## src/rtl/tone_envelope_pwm_pkg.sv

```systemverilog
// Shared definitions for the tone envelope PWM voice: envelope states,
// amplitude width and the default timing/sustain parameters.
package tone_envelope_pwm_pkg;

    localparam int AMP_W = 8;

    localparam int             ENV_STEP_DIV_DEFAULT = 50000;
    localparam logic [AMP_W-1:0] SUSTAIN_LVL_DEFAULT = 8'd192;

    localparam logic [AMP_W-1:0] AMP_MAX  = '1;
    localparam logic [AMP_W-1:0] AMP_ZERO = '0;

    typedef enum logic [2:0] {
        ENV_IDLE    = 3'd0,
        ENV_ATTACK  = 3'd1,
        ENV_DECAY   = 3'd2,
        ENV_SUSTAIN = 3'd3,
        ENV_RELEASE = 3'd4
    } env_state_t;

endpackage : tone_envelope_pwm_pkg

```

## src/rtl/pwm_dac8.sv

```systemverilog
// 8-bit PWM DAC: free-running counter compared against the amplitude,
// with a registered output so the pin never sees a combinational path.
module pwm_dac8
    import tone_envelope_pwm_pkg::*;
(
    input  logic             clk,
    input  logic             rst,
    input  logic [AMP_W-1:0] amplitude,
    output logic             pwm_out
);

    logic [AMP_W-1:0] pwm_cnt;

    // NOTE: sequential state uses non-blocking assignments so every register
    // samples the pre-edge values, independent of block ordering.
    always_ff @(posedge clk or negedge rst) begin
        if (!rst) begin
            pwm_cnt <= '0;
            pwm_out <= 1'b0;
        end else begin
            pwm_cnt <= pwm_cnt + 1'b1;
            pwm_out <= (pwm_cnt < amplitude);
        end
    end

endmodule : pwm_dac8

```

## src/rtl/tone_envelope_pwm.sv

```systemverilog
// ADSR-style envelope generator gating a square-wave tone into a 1-bit PWM
// speaker output. Envelope steps are paced by a free-running prescaler.
module tone_envelope_pwm
    import tone_envelope_pwm_pkg::*;
#(
    parameter int               ENV_STEP_DIV = ENV_STEP_DIV_DEFAULT,
    parameter logic [AMP_W-1:0] SUSTAIN_LVL  = SUSTAIN_LVL_DEFAULT
) (
    input  logic             clk,
    input  logic             rst,
    input  logic             tone_in,
    input  logic             key,
    output logic             pwm_out,
    output logic [AMP_W-1:0] env_level,
    output logic             busy
);

    localparam int                 PRESC_W    = (ENV_STEP_DIV > 1) ? $clog2(ENV_STEP_DIV) : 1;
    localparam logic [PRESC_W-1:0] PRESC_LAST = PRESC_W'(ENV_STEP_DIV - 1);

    logic [PRESC_W-1:0] presc;
    logic               step_tick;

    env_state_t       state;
    env_state_t       state_nxt;
    logic [AMP_W-1:0] level_nxt;
    logic [AMP_W-1:0] amplitude;

    // Prescaler runs regardless of key or tone so envelope timing is fixed.
    assign step_tick = (presc == PRESC_LAST);

    always_ff @(posedge clk or negedge rst) begin
        if (!rst) begin
            presc <= '0;
        end else if (step_tick) begin
            presc <= '0;
        end else begin
            presc <= presc + 1'b1;
        end
    end

    // NOTE: every output of this block gets a default first, so no path
    // through the case can leave a value unassigned and infer a latch.
    always_comb begin
        state_nxt = state;
        level_nxt = env_level;
        unique case (state)
            ENV_IDLE: begin
                if (key) state_nxt = ENV_ATTACK;
            end
            ENV_ATTACK: begin
                if (!key) begin
                    state_nxt = ENV_RELEASE;
                end else if (step_tick) begin
                    if (env_level != AMP_MAX) level_nxt = env_level + 1'b1;
                    if (level_nxt == AMP_MAX) state_nxt = ENV_DECAY;
                end
            end
            ENV_DECAY: begin
                if (!key) begin
                    state_nxt = ENV_RELEASE;
                end else if (step_tick) begin
                    // A sustain level at or above the current level exits without stepping.
                    if (env_level > SUSTAIN_LVL) level_nxt = env_level - 1'b1;
                    if (level_nxt <= SUSTAIN_LVL) state_nxt = ENV_SUSTAIN;
                end
            end
            ENV_SUSTAIN: begin
                if (!key) state_nxt = ENV_RELEASE;
            end
            ENV_RELEASE: begin
                if (key) begin
                    state_nxt = ENV_ATTACK;
                end else if (step_tick) begin
                    if (env_level != AMP_ZERO) level_nxt = env_level - 1'b1;
                    if (level_nxt == AMP_ZERO) state_nxt = ENV_IDLE;
                end
            end
            default: begin
                state_nxt = ENV_IDLE;
                level_nxt = AMP_ZERO;
            end
        endcase
    end

    always_ff @(posedge clk or negedge rst) begin
        if (!rst) begin
            state     <= ENV_IDLE;
            env_level <= AMP_ZERO;
        end else begin
            state     <= state_nxt;
            env_level <= level_nxt;
        end
    end

    assign busy      = (state != ENV_IDLE);
    assign amplitude = tone_in ? env_level : AMP_ZERO;

    pwm_dac8 u_dac (
        .clk       (clk),
        .rst       (rst),
        .amplitude (amplitude),
        .pwm_out   (pwm_out)
    );

endmodule : tone_envelope_pwm

```

## config.mk

```make
export PLATFORM = sky130hd
export DESIGN_NAME = tone_envelope_pwm
export DESIGN_NICKNAME = d
export VERILOG_FILES = /design/src/rtl/tone_envelope_pwm_pkg.sv /design/src/rtl/pwm_dac8.sv /design/src/rtl/tone_envelope_pwm.sv
export SDC_FILE = /design/constraint.sdc
export NUM_CORES = 1
export LEC_CHECK = 0
export ABC_CLOCK_PERIOD_IN_PS = 5150
export CAP_MARGIN = 20
export CORE_UTILIZATION = 40
export CTS_CLUSTER_DIAMETER = 40
export DETAILED_ROUTE_END_ITERATION = 10
export GPL_ROUTABILITY_DRIVEN = 0
export PLACE_DENSITY_LB_ADDON = 0.05
export REMOVE_ABC_BUFFERS = 1
export SLEW_MARGIN = 20
export SYNTH_ARGS = -nofsm -noshare
export SYNTH_HDL_FRONTEND = slang
export SYNTH_SLANG_ARGS = --single-unit
```

## constraint.sdc

```tcl
create_clock -name clk -period 5.15 [get_ports clk]
set_input_delay 1.03 -clock clk [delete_from_list [all_inputs] [get_ports clk]]
set_output_delay 1.03 -clock clk [all_outputs]
set_load 0.02 [all_outputs]
```

==> results of run 1 <==
stage by stage:
| step | util | hold slack [ns] |
|---|---|---|
| 2_1_floorplan | - | 0.447 |
| 3_3_place_gp | 0.428 | 0.478 |
| 3_5_place_dp | 0.428 | 0.483 |
| 4_1_cts | 0.442 | 0.493 |
| 5_1_grt | 0.442 | 0.522 |
| 6_report | 0.442 | 0.486 |
cells in the mapped netlist (7+ instances only):
library cell  instances  share of area
a21oi_1              17          0.030
a31oi_1               7          0.016
clkbuf_1              8          0.011
dfrtp_1              36           0.32
ha_1                 11          0.049
inv_1                 7         0.0093
nand2_1              35          0.047
nand3_1              19          0.034
nor2_1               30          0.040
nor3_1               12          0.021
o21ai_0              11          0.020
xnor2_1              13          0.040
xor2_1               10          0.031
area by class of cell:
cell class,instances,area (µm²)
clock buffer,7,96.3
tap,96,120
multi-input combinational,260,1740
fill,700,3790
sequential,36,901
inverter,7,26.3
timing repair buffer,13,125
metal layers:
metal,part of all wire,GRT usage,vias to the layer above
met4,0.018,0.0727,0
met2,0.46,0.324,82
met3,0.052,0.0318,11
li1,-,-,1195
met5,0,0,-
met1,0.47,0.290,1190
power groups by stage:
stage                     logic, µW  clock network [µW]  registers (µW)
after global routing            637                 245             439
after detailed placement        565                   0             432
after floorplan                 395                   0             415
after CTS                       569                 233             425
final                           578                 223             429
after global placement          571                   0             435
worst max-delay path, cell delays in order, from the launching register on:
cell,delay [ns]
dfrtp_1,0.57
inv_1,0.18
ha_1,0.36
nor3b_4,0.45
a21oi_1,0.18
o311ai_1,0.30
a31oi_1,0.17
nor4_1,0.34
mux2_1,0.37
kinds of logic after synthesis:
kind of cell,after synthesis,share of synthesized area
AND/OR/NAND/NOR,142,0.284
AO/OA/AOI/OAI,81,0.201
flip-flops,36,0.320
buffers and inverters,28,0.0636
XOR/XNOR,23,0.0716
adder cells (fa/ha/maj),12,0.0524
multiplexers,2,0.00756
sequential cells by signal (all words and copies together), names as in the netlist:
register,count
presc,16
env_level,8
u_dac.pwm_cnt,8
state,3
u_dac.pwm_out,1
worst paths after layout:
check                        startpoint           end  slack [ns]  cells after the start
min                            presc[0]      presc[0]        0.49                      1
max in group asynchronous           rst      presc[6]        3.80                      1
min in group asynchronous           rst  env_level[2]        0.83                      1
max                        env_level[0]      state[0]        2.10                      8
min reg2reg                    presc[0]      presc[0]        0.49                      1
max reg2reg                env_level[0]      state[0]        2.10                      8
==> results.sh, run 1 <==
export IMPL_grt_usage=0.207
export IMPL_synth_edf_count=0
export IMPL_drcViolationCount=0
export IMPL_ant_nets=0
export IMPL_die_y_um=85.9
export IMPL_combinationalPowerShare=0.470
export IMPL_p_leak_uw=0.00122
export IMPL_hold_buffers=0
export IMPL_critPathLaunchType="flop"
export IMPL_arrival_ns=3.23
export IMPL_hp_class="flop to flop"
export IMPL_syn_area_mm2=0.00282
export IMPL_tns_ns=0
export IMPL_drt_total_wl_um=7030
export IMPL_layout_drive_gt1_share=0.0650
export IMPL_p_clk_frac=0.182
export IMPL_power_density_mw_per_mm2=409
export IMPL_num_rows=30
export IMPL_grt_start_max_net_pins=37
export IMPL_fin_ws_ns=2.10
export IMPL_post_route_period_util=0.592
export IMPL_cts_tree="yes"
export IMPL_worstPathRequired_ns=5.33
export IMPL_async_reset_ff_frac=1.00
export IMPL_dieArea_mm2=0.00738
export IMPL_dpl_cell_count=412
export IMPL_grt_pass1_wl_um=11900
export IMPL_criticalPathCategory="flop to flop"
export IMPL_intPower_uw=670
export IMPL_root_buffer="clkbuf_8"
export IMPL_pre_cts_ws_ns=2.05
export IMPL_clk_path_buf_depth=2
export IMPL_clk_pin_slew_ns=0.08
export IMPL_placed_cell_area_mm2=0.00291
export IMPL_post_cts_buffers=0
export IMPL_overflow=0
export IMPL_ios=14
export IMPL_vias=2478
export IMPL_grt_pass1_vias=2355
export IMPL_p_seq_frac=0.349
export IMPL_drv_cap=0
export IMPL_dr_pass1_iters=4
export IMPL_hold_viol_final=0
export IMPL_wl_per_cell_um=16.8
export IMPL_port_buffers=13
export IMPL_htree_num_levels=2
export IMPL_finalSetupViolations=0
export IMPL_antenna_found_initial=0
export IMPL_diodes=0
export IMPL_ys_types=70
export IMPL_layout_commonest_cell="dfrtp_1"
export IMPL_period_needed_ns=3.05
export IMPL_nets=338
export IMPL_ys_ff_latch=36
export IMPL_total_power_uw=1230
export IMPL_drt_vias_per_instance=5.91
export IMPL_clock_latency_ns=0.29
export IMPL_drt_iter0_drc=261
export IMPL_synth_cells=324
export IMPL_avgSynthCellArea_um2=8.69
export IMPL_area_delta_synth_final_pct=6.71
export IMPL_die_x_um=85.9
export IMPL_yosys_warnings=0
export IMPL_ir_drop_mv=0.231
export IMPL_fmax_mhz=328
export IMPL_ys_seq_area_frac=0.320
export IMPL_tightest_slew_ns=0.822
export IMPL_cts_buffers=5
export IMPL_cp_max_fo=16
export IMPL_fin_cells=419
export IMPL_ctsResizeCount=0
export IMPL_clock_skew_ns=0.00719
export IMPL_outcome="finished, final reports clean"
export IMPL_ys_flop_type="dfrtp_1"
export IMPL_rsz0062_at_grt="false"
export IMPL_final_area_mm2=0.00300
export IMPL_fp_coreArea_mm2=0.00679
export IMPL_power_switching_uw=560
export IMPL_cp_end_kind="flop"
export IMPL_finalMaxSlewViolations=0
export IMPL_p_sw_frac=0.455
export IMPL_mostFrequentLayoutCells="dfrtp_1 (36), nand2_1 (35), nor2_1 (30), nand3_1 (19), a21oi_1 (17)"
export IMPL_hpwlAfterDp_um=4860
export IMPL_clock_sinks=36
export IMPL_max_slew_margin=0.452
export IMPL_start_util=0.414
No activity file was read; power rests on OpenSTA's default activity.
==> run 2, diff against run 1 <==
--- a/config.mk
+++ b/config.mk
@@ -5,7 +5,7 @@
 export SDC_FILE = /design/constraint.sdc
 export NUM_CORES = 1
 export LEC_CHECK = 0
-export ABC_CLOCK_PERIOD_IN_PS = 5150
+export ABC_CLOCK_PERIOD_IN_PS = 2500
 export CAP_MARGIN = 20
 export CORE_UTILIZATION = 40
 export CTS_CLUSTER_DIAMETER = 40
==> constraint.sdc (replaced) <==
create_clock -name clk -period 2.5 [get_ports clk]
set_input_delay 0.5 -clock clk [delete_from_list [all_inputs] [get_ports clk]]
set_output_delay 0.5 -clock clk [all_outputs]
set_load 0.02 [all_outputs]
==> results.sh, run 2 (synthesis gave the netlist of run 1 again) <==
export IMPL_drt_total_wl_um=7530
export IMPL_finalMaxSlewViolations=0
export IMPL_clock_latency_ns=0.30
export IMPL_max_slew_margin=0.445
export IMPL_antenna_found_initial=0
export IMPL_ant_nets=0
export IMPL_post_cts_buffers=0
export IMPL_cp_end_kind="flop"
export IMPL_max_stage_delay_ns=0.40
export IMPL_nets=376
export IMPL_hold_buffers=0
export IMPL_dieArea_mm2=0.00738
export IMPL_cp_slowest_cell="dfrtp_1"
export IMPL_layout_drive_gt1_share=0.180
export IMPL_grt_pass1_wl_um=12700
export IMPL_post_route_util=0.488
export IMPL_mostFrequentLayoutCells="buf_4 (38), nand2_1 (35), dfrtp_1 (35), nor2_1 (30), nand3_1 (19)"
export IMPL_clk_pin_slew_ns=0.08
export IMPL_period_needed_ns=2.38
export IMPL_num_rows=30
export IMPL_grt_usage=0.221
export IMPL_multi_input_area_mm2=0.00177
export IMPL_fp_coreArea_mm2=0.00679
export IMPL_start_util=0.414
export IMPL_r2r_start="env_level[1]"
export IMPL_critical_path_buf_inv_count=1
export IMPL_layout_commonest_cell="buf_4"
export IMPL_worstPathRequired_ns=2.74
export IMPL_largest_reg_flops=16
export IMPL_clock_sinks=36
export IMPL_hpwlAfterDp_um=5660
export IMPL_overflow=0
export IMPL_criticalPathCategory="flop to flop"
export IMPL_fin_ws_ns=0.116
export IMPL_hp_class="primary input to asynchronous set/reset pin"
export IMPL_pre_cts_ws_ns=0.0226
export IMPL_drt_vias_per_instance=5.62
export IMPL_power_density_mw_per_mm2=828
export IMPL_ir_drop_mv=0.346
export IMPL_rr_endpoint="state[0]"
export IMPL_port_buffers=13
export IMPL_cts_tree="yes"
export IMPL_diodes=0
export IMPL_drv_cap=0
export IMPL_outcome="finished, final reports clean"
export IMPL_p_leak_uw=0.00141
export IMPL_drt_iter0_drc=242
export IMPL_die_y_um=85.9
export IMPL_htree_num_levels=2
export IMPL_largest_register="presc"
export IMPL_reg2regPathDepth=8
export IMPL_path_cells="inv_1 -> ha_4 -> or2_1 -> o31a_1 -> a221o_1 -> o31a_1 -> a2111oi_2 -> mux2_1"
export IMPL_ios=14
export IMPL_clk_path_buf_depth=2
export IMPL_root_buffer="clkbuf_8"
export IMPL_critical_path_top_delay_family="compound AO/OA/AOI/OAI gates"
export IMPL_critPathLaunchType="flop"
export IMPL_reg_top3="presc (16), env_level (8), u_dac.pwm_cnt (8)"
export IMPL_fill_cells=665
export IMPL_area_delta_synth_final_pct=17.8
export IMPL_post_route_period_util=0.954
export IMPL_dr_pass1_iters=4
export IMPL_hold_viol_final=0
export IMPL_cts_buffers=5
export IMPL_die_x_um=85.9
export IMPL_arrival_ns=2.62
export IMPL_fmax_mhz=419
export IMPL_grt_start_max_net_pins=37
export IMPL_wl_per_cell_um=16.4
export IMPL_rsz0062_at_grt="false"
export IMPL_vias=2575
export IMPL_grt_pass1_vias=2536
export IMPL_r2r_slack_ns=0.12
export IMPL_cp_max_fo=7
export IMPL_drcViolationCount=0
export IMPL_total_power_uw=2750
export IMPL_tightest_slew_ns=0.833
export IMPL_path_common_cell="o31a_1"
export IMPL_seqCellArea_um2=902
export IMPL_finalSetupViolations=0
export IMPL_clock_skew_ns=0.00847
-- run 2: per-layer routing --
layer	vias up	track usage	routed length, µm
li1	1273	-	-
met1	1227	0.303	3610
met2	65	0.359	3470
met3	10	0.0404	361
met4	0	0.0591	92
met5	-	0	0
-- run 2: final cells by class --
type / instances / share of cell area
clock buffers: 7 / 0.0230
multi-input cells: 260 / 0.535
flip-flops and latches: 36 / 0.272
inverters: 7 / 0.00792
clock inverters: 1 / 0.00264
repair buffers: 51 / 0.124
well taps: 96 / 0.0362
-- run 2: where the power goes --
part	switching, µW	total, µW	internal [µW]	leakage (µW)
clock network	232	432	199	0.0000424
logic	851	1530	683	0.000896
registers	144	781	637	0.000467
total	1230	2750	1520	0.00141
-- run 2: how the worst max path moves through the flow --
stage / startpoint / end / slack (ns) / depth (start not counted)
after global placement: env_level[0] / state[0] / 0.07 / 8
final: env_level[1] / state[0] / 0.12 / 8
after detailed placement: env_level[1] / state[0] / 0.02 / 8
after floorplan: env_level[0] / state[0] / -0.15 / 8
after CTS: env_level[0] / state[0] / 0.04 / 8
after global routing: presc[12] / env_level[4] / 0.004 / 6
-- run 2: metrics by stage --
stage / instances / area [µm²] / hold slack (ns) / setup TNS (ns)
after floorplan: 303 / 2660 / 0.204 / -0.154
after global placement: 450 / 3190 / 0.475 / 0
after detailed placement: 450 / 3190 / 0.483 / 0
after CTS: 458 / 3290 / 0.330 / 0
after global routing: 458 / 3320 / 0.368 / 0
final: 458 / 3320 / 0.294 / 0
-- run 2: timing repair --
| item | 4_1_cts | 5_1_grt |
|---|---|---|
| pin swaps | 0 | 1 |
| resized for setup | 2 | 7 |
| endpoints found under the setup margin | 1 | 6 |
